### config.mk
export PLATFORM = sky130hd
export DESIGN_NAME = buffer_word_serializer
export DESIGN_NICKNAME = d
export VERILOG_FILES = /design/src/rtl/buffer_word_serializer_pkg.sv /design/src/rtl/buffer_word_serializer.sv
export SDC_FILE = /design/constraint.sdc
export NUM_CORES = 1
export LEC_CHECK = 0
export ABC_AREA = 0
export CAP_MARGIN = 20
export CORE_AREA = 2 2 130 132
export DETAILED_ROUTE_END_ITERATION = 8
export DIE_AREA = 0 0 132 134
export DONT_BUFFER_PORTS = 1
export GPL_ROUTABILITY_DRIVEN = 0
export REMOVE_ABC_BUFFERS = 1
export SYNTH_ARGS = -nofsm -noshare
export SYNTH_HDL_FRONTEND = slang
export SYNTH_SLANG_ARGS = --single-unit
### constraint.sdc
create_clock -name clock -period 3.5 [get_ports clock]
set_clock_uncertainty 0.2 [all_clocks]
set_input_delay 0.35 -clock clock [delete_from_list [all_inputs] [get_ports clock]]
set_output_delay 0.35 -clock clock [all_outputs]
set_load 0.01 [all_outputs]
### src/rtl/buffer_word_serializer_pkg.sv
// rtl/buffer_word_serializer_pkg.sv - shared word packing defaults and serializer state encoding
package buffer_word_serializer_pkg;

    localparam int WORD_W_DEF    = 16;
    localparam int NUM_WORDS_DEF = 8;

    typedef enum logic [1:0] {
        ST_IDLE = 2'd0,
        ST_SEND = 2'd1,
        ST_DONE = 2'd2
    } state_e;

endpackage

### src/rtl/buffer_word_serializer.sv
// rtl/buffer_word_serializer.sv - replays a captured packed buffer as a valid/ready word stream
module buffer_word_serializer
    import buffer_word_serializer_pkg::*;
#(
    parameter int WORD_W    = WORD_W_DEF,
    parameter int NUM_WORDS = NUM_WORDS_DEF,
    parameter int IDX_W     = $clog2(NUM_WORDS)
) (
    input  logic                        clock,
    input  logic                        reset_n,
    input  logic                        load,
    input  logic [WORD_W*NUM_WORDS-1:0] buffer_in,
    input  logic                        out_ready,
    output logic                        out_valid,
    output logic [WORD_W-1:0]           out_data,
    output logic [IDX_W-1:0]            out_index,
    output logic                        out_last,
    output logic                        busy,
    output logic                        done,
    output logic [WORD_W-1:0]           checksum,
    output logic                        overrun,
    input  logic                        clear_overrun
);

    localparam int               BUF_W    = WORD_W * NUM_WORDS;
    localparam logic [IDX_W-1:0] LAST_IDX = IDX_W'(NUM_WORDS - 1);

    state_e             state_q, state_d;
    logic [BUF_W-1:0]   shadow_q, shadow_d;
    logic [IDX_W-1:0]   idx_q, idx_d;
    logic [WORD_W-1:0]  checksum_q, checksum_d;
    logic               overrun_q, overrun_d;
    logic               accept;
    logic               xfer;

    // Word select straight out of the shadow register; the index, not a shift, walks the buffer.
    assign out_data  = shadow_q[idx_q*WORD_W +: WORD_W];
    assign out_index = idx_q;
    assign checksum  = checksum_q;
    assign overrun   = overrun_q;

    assign accept = (state_q == ST_IDLE) && load;
    assign xfer   = (state_q == ST_SEND) && out_ready;

    always_ff @(posedge clock or negedge reset_n) begin
        if (!reset_n) begin
            state_q <= ST_IDLE;
        end else begin
            state_q <= state_d;
        end
    end

    always_comb begin
        state_d = state_q;
        case (state_q)
            ST_IDLE: if (load) state_d = ST_SEND;
            ST_SEND: if (xfer && idx_q == LAST_IDX) state_d = ST_DONE;
            ST_DONE: state_d = ST_IDLE;
            default: state_d = ST_IDLE;
        endcase
    end

    always_comb begin
        out_valid = (state_q == ST_SEND);
        out_last  = (state_q == ST_SEND) && (idx_q == LAST_IDX);
        busy      = (state_q == ST_SEND) || (state_q == ST_DONE);
        done      = (state_q == ST_DONE);
    end

    always_comb begin
        shadow_d   = shadow_q;
        idx_d      = idx_q;
        checksum_d = checksum_q;
        overrun_d  = overrun_q;
        if (accept) begin
            shadow_d   = buffer_in;
            idx_d      = '0;
            checksum_d = '0;
        end
        if (xfer) begin
            checksum_d = checksum_q + out_data;
            // The last index is held through DONE; wrap happens only via the next load.
            if (idx_q != LAST_IDX) idx_d = idx_q + IDX_W'(1);
        end
        if (clear_overrun) overrun_d = 1'b0;
        if (load && state_q != ST_IDLE) overrun_d = 1'b1;
    end

    always_ff @(posedge clock or negedge reset_n) begin
        if (!reset_n) begin
            shadow_q   <= '0;
            idx_q      <= '0;
            checksum_q <= '0;
            overrun_q  <= 1'b0;
        end else begin
            shadow_q   <= shadow_d;
            idx_q      <= idx_d;
            checksum_q <= checksum_d;
            overrun_q  <= overrun_d;
        end
    end

endmodule

==> impl_metrics.json <==
{
  "fin_cells": 900,
  "worstReg2RegStart": "out_index[0]$_DFF_PN0_",
  "fp-row-count": 47,
  "met2_usage": 0.331,
  "p_total_mw": 10.4,
  "synth.largest_area_cell": "dfrtp_1",
  "synth_area_mm2": 0.00719,
  "synthAdderAreaFrac": 0.0376,
  "die_w_um": 132,
  "wl_per_cell_um": 18.9,
  "synth_compound_area_frac": 0.0517,
  "cp_slowest_stage_delay_ns": 0.50,
  "worstSetupPathType": "reg2reg",
  "cp-end-kind": "register",
  "worstPathRequired_ns": 3.59,
  "regToRegSetupSlack_ns": 0.14,
  "dpl.hpwl_mm": 11.1,
  "hold_viol": 150,
  "synth_xor_area_frac": 0.0146,
  "drt_pre_antenna_iters": 4,
  "drive_above_1_share": 0.401,
  "rsz0062_at_grt": "true",
  "cap_violations": 0,
  "violations": "negative hold slack",
  "path_clk_slew_ns": 0.06,
  "avgSynthCellArea_um2": 14.4,
  "cp-start-kind": "register",
  "ir_drop_v": 0.000540,
  "critPathBufInv": 2,
  "vias": 4788,
  "path_max_fanout": 6,
  "cts_hold_buf": 132,
  "clockRootBuffer": "clkbuf_16",
  "n_antenna_cell": 0,
  "nFillCells": 1249,
  "initial_utilization": 0.442,
  "synth_top_family_by_area": "multiplexers",
  "finalSetupViolations": 0,
  "power_leakage_nw": 4.15,
  "path_delay_family": "multiplexers",
  "hp-class": "in2async",
  "finalNetCount": 821,
  "tritoncts": "built",
  "grt_use_met1": 0.235,
  "core_area_mm2": 0.0163,
  "grt_pass1_vias": 5311,
  "area_delta_synth_final_pct": 37.9,
  "die_y_um": 134,
  "drc": 0,
  "top_usage_layer": "met2",
  "cp_cell_sequence": "buf_6, clkbuf_16, mux4_2, mux2_4, ha_4, o21ai_1, nor2_2, o311a_1, nor4_4, or3_1, a31oi_1, mux2i_1",
  "drtAntennaViolNets": 0,
  "whs_ns": -0.577,
  "min_period_ns": 3.36,
  "worst_slew_pin_slew_ns": 0.623,
  "min_period_over_period": 0.961,
  "ys.flop_type": "dfrtp_1",
  "synth.distinct_cells": 35,
  "io_buffers": 0,
  "final_area_mm2": 0.00992,
  "power_density_mw_per_mm2": 1050,
  "async_flop_share": 1.00,
  "cts_inserted_buffers": 17,
  "drtIter0Drc": 159,
  "final_cell_mix": "dfrtp_1 (148), mux2_2 (139), dlygate4sd3_1 (132)",
  "cts.sinks": 150,
  "cts_buffer_depth": 2,
  "maxSlewViolCount": 0,
  "synth_seq_cells": 150,
  "synthCells": 501,
  "slew_headroom": 0.585,
  "mostFrequentLayoutCell": "dfrtp_1",
  "clock.fmax_ghz": 0.297,
  "yosysWarnings": 0,
  "tns_ns": 0,
  "final_core_util": 0.609,
  "r2r-end": "checksum[15]$_DFFE_PN0P_",
  "critical_path_arrival_ns": 3.45,
  "status": "complete, but fails checks",
  "gr-usage-all-layers": 0.197,
  "antenna_found_initial": 0,
  "place_area_mm2": 0.00768,
  "wl_mm": 17.0,
  "dp_cells": 729,
  "seq_area_frac_synth": 0.522,
  "h-tree-depth": 4,
  "dieArea_mm2": 0.0177,
  "setup_slack_ns": 0.138,
  "grt_max_degree": 151,
  "avgViaCountPerCell": 5.32,
  "met3_usage": 0.0726,
  "cp_slowest_cell": "mux4_2",
  "io_pins": 173,
  "synth_mux_area_frac": 0.329,
  "synthTopCellsByArea": "dfrtp_1 (52%), mux2_2 (22%), mux4_2 (10%)",
  "overflow": 0,
  "synth-edff-count": 0,
  "clk_latency_ns": 0.42,
  "grt_pass1_wl_mm": 27.3,
  "synth-simple-area-share": 0.0280,
  "dp_slack_ns": -0.0105,
  "worstRegToRegCells": 12,
  "yosys.area.top_type_share": 0.522
}
[metal layers]
layer / vias to the layer above / routed length [um]
li1: 2201 / -
met1: 2429 / 7050
met2: 136 / 8560
met3: 22 / 1080
met4: 0 / 297
met5: - / 0
[timing repair]
action | 4_1_cts | 5_1_grt
setup endpoints to repair | 2 | 7
gates cloned | 0 | 2
gates resized for setup | 2 | 36
buffers inserted | 0 | 6
pin swaps | 0 | 10
endpoints found under the hold margin | 284 | 150
[synth_stat cells, types with 3 or more instances]
| master | n |
|---|---|
| a211oi_1 | 3 |
| a21o_1 | 7 |
| a21oi_1 | 14 |
| and2_1 | 3 |
| buf_1 | 5 |
| clkbuf_1 | 18 |
| dfrtp_1 | 150 |
| ha_1 | 20 |
| inv_1 | 5 |
| mux2_2 | 143 |
| mux4_2 | 32 |
| nand2_1 | 30 |
| nor2_1 | 9 |
| o21ai_0 | 22 |
| o22ai_1 | 3 |
| xnor2_1 | 5 |
| xor2_1 | 7 |
[worst max-delay path by stage]
stage / to / start / slack [ns] / cells after the start
after floorplan: checksum[12]$_DFFE_PN0P_ / out_index[0]$_DFF_PN0_ / -0.93 / 11
after global placement: checksum[15]$_DFFE_PN0P_ / out_index[0]$_DFF_PN0_ / 0.06 / 11
after detailed placement: checksum[15]$_DFFE_PN0P_ / out_index[0]$_DFF_PN0_ / -0.01 / 11
after CTS: checksum[13]$_DFFE_PN0P_ / out_index[0]$_DFF_PN0_ / 0.01 / 12
after global routing: checksum[15]$_DFFE_PN0P_ / out_index[0]$_DFF_PN0_ / -0.01 / 12
final: checksum[15]$_DFFE_PN0P_ / out_index[0]$_DFF_PN0_ / 0.14 / 12
[report_power, final]
part           total [mW]  switching [mW]  leakage, nW  internal [mW]
Sequential           3.17           0.571         1.78           2.60
Clock                1.96           0.715        0.312           1.25
Combinational        5.26            2.23         2.06           3.02
Total                10.4            3.52         4.15           6.87
[worst register-to-register path, delay by kind of cell, from the launching register on]
kind            cells  cell delay [ns]
flops               1             0.43
simple gates        3             0.65
mux                 3             0.92
compound gates      3             0.49
fa+ha+maj           1             0.28
buf+inv             2             0.28
[registers in the layout, indices dropped and copies added, names as in the netlist]
signal and flops:
checksum 16, out_index 3, overrun 1, shadow_q 128
state_q 2
[logic make-up (layout without fill, tap and decap cells)]
family,after synthesis,count (layout)
flops,150,150
buf+inv,31,210
simple gates,48,48
compound gates,61,61
mux,178,178
xor+xnor,12,12
fa+ha+maj,21,21
[layout make-up]
| cell class | instances | area [um^2] | area share |
|---|---|---|---|
| Sequential cell | 150 | 3760 | 0.379 |
| Multi-Input combinational cell | 320 | 3510 | 0.354 |
| Timing Repair Buffer | 173 | 1720 | 0.173 |
| Clock buffer | 20 | 467 | 0.0471 |
| Tap cell | 220 | 275 | 0.0278 |
| Clock inverter | 12 | 173 | 0.0174 |
| Inverter | 5 | 18.8 | 0.00189 |
Power figures use the tool's default switching activity.
